## src/rtl/key_filter_if.sv

```systemverilog
// Key pins in, debounced level and press/release pulses out.
// KEY_RELEASE_PULSE_EN adds the key_release pulse vector.
interface key_filter_if #(
    parameter int KEY_W = 2
);
    logic [KEY_W-1:0] key;
    logic [KEY_W-1:0] key_state;
    logic [KEY_W-1:0] key_flag;
`ifdef KEY_RELEASE_PULSE_EN
    logic [KEY_W-1:0] key_release;

    modport master (output key, input key_state, key_flag, key_release);
    modport slave  (input key, output key_state, key_flag, key_release);
`else
    modport master (output key, input key_state, key_flag);
    modport slave  (input key, output key_state, key_flag);
`endif
endinterface

```

## src/rtl/key_filter.sv

```systemverilog
// Per-key synchroniser + debounce counter + press/release pulse generator.
// Optional feature macro: KEY_RELEASE_PULSE_EN (adds key_release pulses).
module key_filter_lane #(
    parameter logic [24:0] CNT_MAX = 25'd1_000_000
) (
    input  logic sys_clk,
    input  logic sys_rst,
    input  logic key_n,
    output logic state,
`ifdef KEY_RELEASE_PULSE_EN
    output logic release_p,
`endif
    output logic flag
);
    logic [1:0]  sync;
    logic [24:0] cnt;

    always_ff @(posedge sys_clk) begin
        if (!sys_rst) begin
            sync  <= '0;
            cnt   <= '0;
            state <= 1'b0;
            flag  <= 1'b0;
`ifdef KEY_RELEASE_PULSE_EN
            release_p <= 1'b0;
`endif
        end else begin
            sync <= {sync[0], ~key_n};
            flag <= 1'b0;
`ifdef KEY_RELEASE_PULSE_EN
            release_p <= 1'b0;
`endif
            // Any agreement with the accepted level abandons the pending change.
            if (sync[1] == state) begin
                cnt <= '0;
            end else if (cnt == CNT_MAX - 25'd1) begin
                state <= sync[1];
                cnt   <= '0;
                flag  <= sync[1];
`ifdef KEY_RELEASE_PULSE_EN
                release_p <= ~sync[1];
`endif
            end else begin
                cnt <= cnt + 25'd1;
            end
        end
    end
endmodule

module key_filter #(
    parameter logic [24:0] CNT_MAX = 25'd1_000_000,
    parameter int          KEY_W   = 2
) (
    input logic         sys_clk,
    input logic         sys_rst,
    key_filter_if.slave kif
);
    for (genvar i = 0; i < KEY_W; i++) begin : g_lane
        key_filter_lane #(.CNT_MAX(CNT_MAX)) u_lane (
            .sys_clk   (sys_clk),
            .sys_rst   (sys_rst),
            .key_n     (kif.key[i]),
            .state     (kif.key_state[i]),
`ifdef KEY_RELEASE_PULSE_EN
            .release_p (kif.key_release[i]),
`endif
            .flag      (kif.key_flag[i])
        );
    end
endmodule

```

## src/flat_wrapper.sv

```systemverilog
// flat-port wrapper written by rule: the top's interface ports become plain ports
module key_filter_flat 
#(
    parameter logic [24:0] CNT_MAX = 25'd1_000_000,
    parameter int          KEY_W   = 2
)
  (sys_clk, sys_rst, kif_key, kif_key_state, kif_key_flag);
  key_filter_if #(.KEY_W(KEY_W)) kif_i ();
  input logic sys_clk;
  input logic sys_rst;
  input wire logic [$bits(kif_i.key)-1:0] kif_key;
  output wire logic [$bits(kif_i.key_state)-1:0] kif_key_state;
  output wire logic [$bits(kif_i.key_flag)-1:0] kif_key_flag;
  assign kif_i.key = kif_key;
  assign kif_key_state = kif_i.key_state;
  assign kif_key_flag = kif_i.key_flag;
  key_filter #(.CNT_MAX(CNT_MAX), .KEY_W(KEY_W)) u_core (.sys_clk(sys_clk), .sys_rst(sys_rst), .kif(kif_i));
endmodule
```

## config.mk

```make
export PLATFORM = sky130hd
export DESIGN_NAME = key_filter_flat
export DESIGN_NICKNAME = d
export VERILOG_FILES = /design/src/rtl/key_filter_if.sv /design/src/rtl/key_filter.sv /design/src/flat_wrapper.sv
export SDC_FILE = /design/constraint.sdc
export NUM_CORES = 1
export LEC_CHECK = 0
export BUFFER_PORTS_ARGS = -buffer_cell sky130_fd_sc_hd__buf_2
export CAP_MARGIN = 40
export CORE_MARGIN = 8
export CORE_UTILIZATION = 30
export CTS_CLUSTER_SIZE = 40
export DETAILED_ROUTE_END_ITERATION = 12
export PLACE_DENSITY = 0.5
export REMOVE_ABC_BUFFERS = 1
export SLEW_MARGIN = 20
export SYNTH_ARGS = -nofsm -noshare
export SYNTH_HDL_FRONTEND = slang
export SYNTH_SLANG_ARGS = --single-unit
export TNS_END_PERCENT = 50
```

## constraint.sdc

```tcl
create_clock -name sys_clk -period 2.08 [get_ports sys_clk]
set_input_delay 0.104 -clock sys_clk [delete_from_list [all_inputs] [get_ports sys_clk]]
set_output_delay 0.104 -clock sys_clk [all_outputs]
set_load 0.01 [all_outputs]
```

After elaboration in Yosys (flattened, before gate mapping):

Index checks and enable logic that the tools add are counted.
Widths: inputs -> output; s select.

* bits in registers: 58
* latch bits: 0
* bits in writable memories: 0
* memory bits (read-only): 0
* output and inout bits: 4
* memories: 0

* $add $sub $neg: 2
* $mul: 0
* divide/modulo/power cells: 0
* $lt $le $gt $ge: 0
* equality and inequality tests: 4
* shifts and indexed selects: 0
* multiplexer cells: 0
* bitwise operators: 7
* reductions and logical operators: 6

Operator list (count)
* $add 25x1->25 const B: 2
* $eq 25x20->1 const B: 2
* $reduce_or 3->1: 4
* $not 1->1: 7
* $reduce_and 2->1: 2
* $eq 1x1->1: 2

Longest topological paths before layout:

Gate-level depths: netlist of run 1.

* depth in word-level cells: 3
* depth in mapped cells: 7

Modules after synthesis:

Synthesis of run 1 repeated with hierarchy kept, for this count alone.

* cell total of the unflattened synthesis: 295
* area, all modules: 2612.5 µm²

By module, submodules not included
* key_filter_lane (u_core.g_lane[0].u_lane): times used 1, cells an instance 149, area each 1336.3 µm², seq. area each 580.6 µm²
* key_filter_lane (u_core.g_lane[1].u_lane): times used 1, cells an instance 146, area each 1276.2 µm², seq. area each 580.6 µm²

Worst setup path after synthesis of run 1:

OpenSTA, ideal clock, no wires.

* kind: register to register
* from: register u_core.g_lane[1].u_lane.cnt[0]
* to: register u_core.g_lane[1].u_lane.cnt[24]
* library setup time: 0.130 ns
* data arrival time: 1.868 ns
* setup slack: 0.083 ns
* cell stages (with the launch flop): 7
* path buffers: 1
* period minus slack after synthesis: 1.997 ns
* cells stage by stage: dfxtp_1 -> ha_1 -> inv_1 -> or4_1 -> clkbuf_1 -> o41ai_1 -> a21oi_1

* longest elaborated chain between the ends: 2

RTL lines
* start: declaration: line key_filter.sv:16 `logic [24:0] cnt;`
* start signal: assignment: line key_filter.sv:44 `cnt <= cnt + 25'd1;`
* branches (longest 2 deep; another with $add 25x1->25)

Several ways; the timed one is not identified.
A chain may end at the register's enable or synchronous reset.

Final worst setup path of run 1:

Ends and elaborated chain as after synthesis.

==> run summary, run 1 <==
================================================================================
Run status                                                          complete, no violations
Largest area contributor in the synthesized netlist                      dfxtp_1
Combinational share of power                                                1.4%
Count of flip-flops with a built-in enable after synthesis                     0
Clock period minus final worst setup slack                               1.91 ns
Maximum number of buffers from clock root to sink                              2
Inserted Clock Buffers                                                         9
CTS clk-pin slew, worst paths                                            0.06 ns
Row Count                                                                     34
Placeable core region                                                0.00864 mm2
DIE HEIGHT                                                                110 um
Endpoint required time on the critical path                              2.34 ns
Via count                                                                  2,205
Leakage power summed over all cells                                     0.925 nW
Pin count of the biggest net entering global routing                          25
Worst min-delay path class                                             in -> reg
Dominant register cell in the synthesized netlist                        dfxtp_1
Clock Power Share                                                          43.0%
Gr usage total                                                             10.3%
Number of sinks driven by the clock tree                                      58
Insertion delay of the later-clocked pin in the worst-skew pair          0.33 ns
Number of distinct library cells after synthesis                              31
Classification of the worst setup path                                reg -> reg
Fin. Hold Viols                                                                0
Most area-consuming cells after synthesis                           dfxtp_1 (44%), nor2_1 (5.0%), a21oi_1 (4.5%)
TritonCTS clock tree                                                       built
Share of the yosys chip area belonging to registers                        43.9%
Transition at the pin with the smallest max-transition slack            0.367 ns
Share of layout cells above drive strength 1                               12.3%
Post-DR vias/cell                                                           5.01
Area of the multi-input gates                                        0.00137 mm2
Count of state elements after synthesis                                       58
Max Clk Rate                                                           0.524 GHz
Setup repair after global routing missed its margin                        false
Routability-driven placement congestion ratio                              0.779
Total of warnings raised by yosys                                              0
Violation count after the first detailed-routing iteration                    58
Cell internal power dissipation                                          1.61 mW
Setup violation total in the final timing report                               0
Die Width                                                                 110 um
Power Density                                                         663 mW/mm2
Type of element launching the critical path                            flip-flop
Wire length of the first global-routing pass                             9690 um
Register share of total power                                              55.6%
I/O pin total                                                                  8
Detailed-route wire length                                               5430 um
Switching power of the nets                                             0.406 mW
Share of Yosys cell area claimed by the top area cell type                 43.9%
Post-layout net count                                                        336
Worst VDD drop                                                          0.332 mV
CP arrival                                                               2.16 ns
Worst Skew                                                            0.00377 ns
Area added between synthesis and finish                                    14.8%
Combined flip-flop and latch cell area                               0.00116 mm2
CTS root buf                                                            clkbuf_8
Detailed-placement wirelength estimate                                   3820 um
Initial Util                                                               30.6%
Worst Setup End Kind                                                   flip-flop
Routed len/inst                                                          12.3 um
Number of diodes added for antenna fixing                                      0
Sum of negative setup slack                                                 0 ns
Largest driver fanout on the critical path                                    11
Count of fill cells added during filler insertion                            918
FFs w/ async S/R, synth                                                       0%
Port Buf Inserts                                                               7
Sw Share                                                                   20.2%
DRC violations left                                                            0
Number of detailed-route iterations in the first pass                          4
Number of cells produced by synthesis                                        310
Vias in the first global route                                             2,119
Worst rel slew slack                                                       75.2%
Worst-case hold slack                                                  0.0734 ns
Number of antenna violations at the first check in global routing              0
Fin crit share                                                             91.8%
Remaining Overflow, GRT                                                        0
Avg Inst Size Synth                                                     8.53 um2
Area enclosed by the die boundary                                     0.0121 mm2
H-tree depth                                                                   3
Max-slew violation total from the final report                                 0
Post-synth design cell area                                          0.00264 mm2
Post-route antenna net violation count                                         0
Count of max-cap constraint violations                                         0
================================================================================
[registers in the layout, summed over array words and instances, names as in the netlist]
| register | cells |
|---|---|
| u_core.g_lane.u_lane.flag | 2 |
| u_core.g_lane.u_lane.cnt | 50 |
| u_core.g_lane.u_lane.sync | 4 |
| u_core.g_lane.u_lane.state | 2 |
[synthesized netlist by cell type, drive strengths merged (2+ instances only)]
master,number
nor2,35
or3,15
nand3,19
nor4b,4
nor3,4
dfxtp,58
xnor2,12
o21ai,15
nand2,21
a31o,2
clkbuf,11
nor4,6
o31ai,9
and2,4
buf,5
or4,12
and4,9
nand4,14
ha,2
and3,2
inv,9
xor2,13
a21oi,24
or2,2
[area by class of cell]
cell class / instances / share of cell area, %
clock buffer: 13 / 5.24
inverter: 9 / 1.11
timing repair buffer: 25 / 5.77
tap: 108 / 4.45
multi-input combinational: 227 / 45.2
sequential: 58 / 38.3
[kinds of logic (layout without fill, tap and decap cells)]
logic type      count (synthesis)  after routing  synth area share [%]
compound gates                 52             52                  11.2
xor+xnor                       25             25                  8.28
fa+ha+maj                       2              2                 0.946
buf+inv                        25             47                  4.40
flops                          58             58                  43.9
simple gates                  148            148                  31.3
[power groups by stage]
| stage | logic [mW] | registers [mW] | clock network (mW) |
|---|---|---|---|
| after global routing | 0.0309 | 1.12 | 0.962 |
| after CTS | 0.0279 | 1.12 | 0.911 |
| after floorplan | 0.0118 | 1.14 | 0 |
| after detailed placement | 0.0249 | 1.14 | 0 |
| after global placement | 0.0250 | 1.14 | 0 |
| final | 0.0274 | 1.12 | 0.866 |
[path summary, 6_finish.rpt]
kind / depth (start not counted) / slack [ns] / start / endpoint
worst max-delay path: 5 / 0.17 / u_core.g_lane[1].u_lane.cnt[0]$_SDFF_PP0_ / u_core.g_lane[1].u_lane.cnt[24]$_SDFF_PP0_
worst max register to register: 5 / 0.17 / u_core.g_lane[1].u_lane.cnt[0]$_SDFF_PP0_ / u_core.g_lane[1].u_lane.cnt[24]$_SDFF_PP0_
worst min-delay path: 3 / 0.07 / sys_rst / u_core.g_lane[1].u_lane.flag$_SDFF_PP0_
worst min register to register: 1 / 0.43 / u_core.g_lane[1].u_lane.sync[0]$_SDFF_PN0_ / u_core.g_lane[1].u_lane.sync[1]$_SDFF_PN0_
[cell usage in the layout, fill, tap and decap left out, types with 4 or more instances in the layout]
master     n
xnor2_1   12
nor2_1    35
nor4b_1    4
nand4_1   13
buf_4     16
o21ai_0   14
clkbuf_8  11
dfxtp_1   58
nor3_1     4
nor4_1     6
or4_1     10
or3_1     15
inv_1      9
o31ai_1    9
a21oi_1   24
xor2_1    13
nand2_1   21
and2_1     4
nand3_1   19
buf_2      7
and4_1     9
[critical path, stage by stage, from the launching register on]
cell	delay (ns)
dfxtp_1	0.33
ha_1	0.16
inv_1	0.07
or4_4	0.60
or4b_1	0.52
a21oi_1	0.16
[timing repair]
action	CTS	global route
hold buffers	2	0
gates resized for setup	0	1
setup endpoints to repair	0	4
buffers inserted	0	0
hold endpoints to repair	2	0
[per-layer routing]
metal / up-vias / GRT usage [%] / share of wire (%)
li1: 1166 / - / -
met1: 1007 / 11.6 / 47
met2: 24 / 16.4 / 48
met3: 8 / 4.40 / 3.6
met4: 0 / 4.63 / 1.8
met5: - / 0 / 0
[through the flow]
step / total power [mW] / utilization [%] / cells / area (um2) / setup slack [ns]
floorplan: 1.15 / - / 294 / 2560 / -0.00919
global placement: 1.17 / 33.0 / 425 / 2850 / 0.0917
detailed placement: 1.17 / 33.0 / 425 / 2850 / 0.0484
CTS: 2.06 / 35.1 / 440 / 3030 / 0.0374
global route: 2.11 / 35.1 / 440 / 3030 / 0.0634
finish: 2.01 / 35.1 / 440 / 3030 / 0.171
(Power assumes the default switching activity.)
==> run 2, diff against run 1 <==
--- a/config.mk
+++ b/config.mk
@@ -8,9 +8,11 @@
 export BUFFER_PORTS_ARGS = -buffer_cell sky130_fd_sc_hd__buf_2
 export CAP_MARGIN = 40
+export CELL_PAD_IN_SITES_DETAIL_PLACEMENT = 0
+export CELL_PAD_IN_SITES_GLOBAL_PLACEMENT = 1
 export CORE_MARGIN = 8
 export CORE_UTILIZATION = 30
 export CTS_CLUSTER_SIZE = 40
 export DETAILED_ROUTE_END_ITERATION = 12
-export PLACE_DENSITY = 0.5
+export PLACE_DENSITY = 0.6
 export REMOVE_ABC_BUFFERS = 1
 export SLEW_MARGIN = 20
==> constraint.sdc (replaced) <==
create_clock -name sys_clk -period 2.08 [get_ports sys_clk]
set_input_delay 0.208 -clock sys_clk [delete_from_list [all_inputs] [get_ports sys_clk]]
set_output_delay 0.208 -clock sys_clk [all_outputs]
set_load 0.01 [all_outputs]
==> run summary, run 2 (synthesis gave the netlist of run 1 again) <==
=====================================================================================
Cell internal power dissipation                                               1.82 mW
Fin. Hold Viols                                                                     0
Initial Util                                                                    30.6%
Pin count of the biggest net entering global routing                               25
Die Width                                                                      110 um
Placeable core region                                                     0.00864 mm2
Minimum setup slack after placement                                        -0.0132 ns
Hold Crit Start                                                            kif_key[1]
Register name with the most flops                                        u_core.g_lane.u_lane.cnt
Violation count after the first detailed-routing iteration                         48
Share of layout cells above drive strength 1                                    12.7%
Port Buf Inserts                                                                    7
Post-Route Utilization                                                          35.5%
Setup violation total in the final timing report                                    0
Classification of the worst setup path                                     reg -> reg
Met3 wirelength from detailed routing                                          232 um
Maximum number of buffers from clock root to sink                                   2
Min-Delay Endpoint                                                       u_core.g_lane[1].u_lane.sync[0]$_SDFF_PN0_
Worst R2R End                                                            u_core.g_lane[1].u_lane.cnt[24]$_SDFF_PP0_
R2r setup slk                                                                 0.14 ns
Layout Cells excl Fill                                                            438
Gr usage total                                                                  10.8%
Max-slew violation total from the final report                                      0
Row Count                                                                          34
Count of fill cells added during filler insertion                                 904
DIE HEIGHT                                                                     110 um
Worst Skew                                                                 0.00885 ns
Vias in the first global route                                                  2,160
Number of antenna violations at the first check in global routing                   0
CP arrival                                                                    2.21 ns
Sw Share                                                                        20.5%
Endpoint required time on the critical path                                   2.35 ns
Number of flip-flops in the largest register                                       50
Fin crit share                                                                  93.3%
Post-route antenna net violation count                                              0
Setup repair after global routing missed its margin                             false
Detailed-placement wirelength estimate                                        4000 um
Finished layout cell area                                                 0.00307 mm2
I/O pin total                                                                       8
Via count                                                                       2,204
Number of detailed-route iterations in the first pass                               4
Least setup slack across all paths after layout                              0.140 ns
Area enclosed by the die boundary                                          0.0121 mm2
Routed len/inst                                                               13.1 um
Leakage power summed over all cells                                          0.945 nW
Number of diodes added for antenna fixing                                           0
R2R Path Start                                                           u_core.g_lane[1].u_lane.cnt[4]$_SDFF_PP0_
Placed cell areas                                                         0.00283 mm2
Number of sinks driven by the clock tree                                           58
Remaining Overflow, GRT                                                             0
Worst Setup End Kind                                                        flip-flop
Area added between synthesis and finish                                         15.9%
Type of element launching the critical path                                 flip-flop
Largest registers                                                        u_core.g_lane.u_lane.cnt: 50 flops, u_core.g_lane.u_lane.sync: 4 flops
Routability-driven placement congestion ratio                                   0.737
Post-DR vias/cell                                                                5.03
Combinational share of power                                                     1.2%
Worst rel slew slack                                                            75.7%
Most frequent standard cell in the layout excluding fill and tap cells        dfxtp_1
Detailed-route wire length                                                    5740 um
Worst VDD drop                                                               0.340 mV
Highest metal used                                                               met4
Count of max-cap constraint violations                                              0
Number of cells on the worst hold path                                              2
Insertion delay of the later-clocked pin in the worst-skew pair               0.34 ns
Sum of routed wire segments on met1                                           2690 um
DRC violations left                                                                 0
Design Power                                                                  2.30 mW
Post-layout net count                                                             331
CTS clk-pin slew, worst paths                                                 0.07 ns
H-tree depth                                                                        3
Transition at the pin with the smallest max-transition slack                 0.359 ns
Wire length of the first global-routing pass                                10,200 um
Run status                                                               complete, no violations
Commonest cells after routing, fill and taps aside                       dfxtp_1 (58), nor2_1 (35), a21oi_1 (24)
TritonCTS clock tree                                                            built
Clock Power Share                                                               50.1%
Largest driver fanout on the critical path                                         14
Combined flip-flop and latch cell area                                    0.00116 mm2
Routed met2 length                                                            2740 um
Switching power of the nets                                                  0.471 mW
Power Density                                                              749 mW/mm2
FF-to-FF path depth                                                                 4
Sum of negative setup slack                                                      0 ns
Clock period minus final worst setup slack                                    1.94 ns
Register share of total power                                                   48.7%
CTS root buf                                                                 clkbuf_8
Inserted Clock Buffers                                                              9
Placed insts                                                                      421
Worst-case hold slack                                                       0.0257 ns
Worst min-delay path class                                                  in -> reg
Area of the multi-input gates                                             0.00137 mm2
Max Clk Rate                                                                0.515 GHz
=====================================================================================
run 2: power groups by stage:
stage               Sequential, mW  Clock (mW)  Combinational, mW
global placement              1.14           0             0.0262
finish                        1.12        1.15             0.0271
CTS                           1.12        1.20             0.0278
detailed placement            1.14           0             0.0264
global route                  1.12        1.24             0.0315
floorplan                     1.14           0             0.0118
run 2: critical path, cell delays in order (launching register included):
cell	delay, ns
dfxtp_1	0.42
nand4_4	0.15
or4_4	0.64
or4b_1	0.53
a21oi_1	0.14
run 2: per-layer routing:
metal	global-route usage (%)	up-vias
li1	-	1162
met1	12.3	1009
met2	18.0	27
met3	4.10	6
met4	3.95	0
met5	0	-
run 2: final cells by class:
type	instances	share of cell area, %
multi-input combinational	227	44.7
clock buffer	10	4.49
inverter	9	1.10
timing repair buffer	20	4.82
sequential	58	37.9
clock inverter	6	2.61
tap	108	4.41
run 2: worst max-delay path by stage:
| stage | startpoint | endpoint | slack, ns | depth (start not counted) |
|---|---|---|---|---|
| global route | u_core.g_lane[1].u_lane.cnt[4]$_SDFF_PP0_ | u_core.g_lane[1].u_lane.cnt[23]$_SDFF_PP0_ | 0.02 | 4 |
| CTS | u_core.g_lane[1].u_lane.cnt[4]$_SDFF_PP0_ | u_core.g_lane[1].u_lane.cnt[24]$_SDFF_PP0_ | 0.12 | 4 |
| global placement | u_core.g_lane[1].u_lane.cnt[4]$_SDFF_PP0_ | u_core.g_lane[1].u_lane.cnt[24]$_SDFF_PP0_ | 0.03 | 4 |
| detailed placement | u_core.g_lane[1].u_lane.cnt[4]$_SDFF_PP0_ | u_core.g_lane[1].u_lane.cnt[24]$_SDFF_PP0_ | -0.01 | 4 |
| finish | u_core.g_lane[1].u_lane.cnt[4]$_SDFF_PP0_ | u_core.g_lane[1].u_lane.cnt[24]$_SDFF_PP0_ | 0.14 | 4 |
| floorplan | u_core.g_lane[0].u_lane.cnt[0]$_SDFF_PP0_ | u_core.g_lane[0].u_lane.cnt[10]$_SDFF_PP0_ | -0.009 | 5 |
run 2: timing repair:
| action | in CTS | in global routing |
|---|---|---|
| hold buffers | 1 | 0 |
| setup endpoints to repair | 4 | 1 |
| buffers inserted | 0 | 0 |
| resized for setup | 1 | 0 |
| endpoints found under the hold margin | 1 | 0 |
| pin swaps | 0 | 1 |
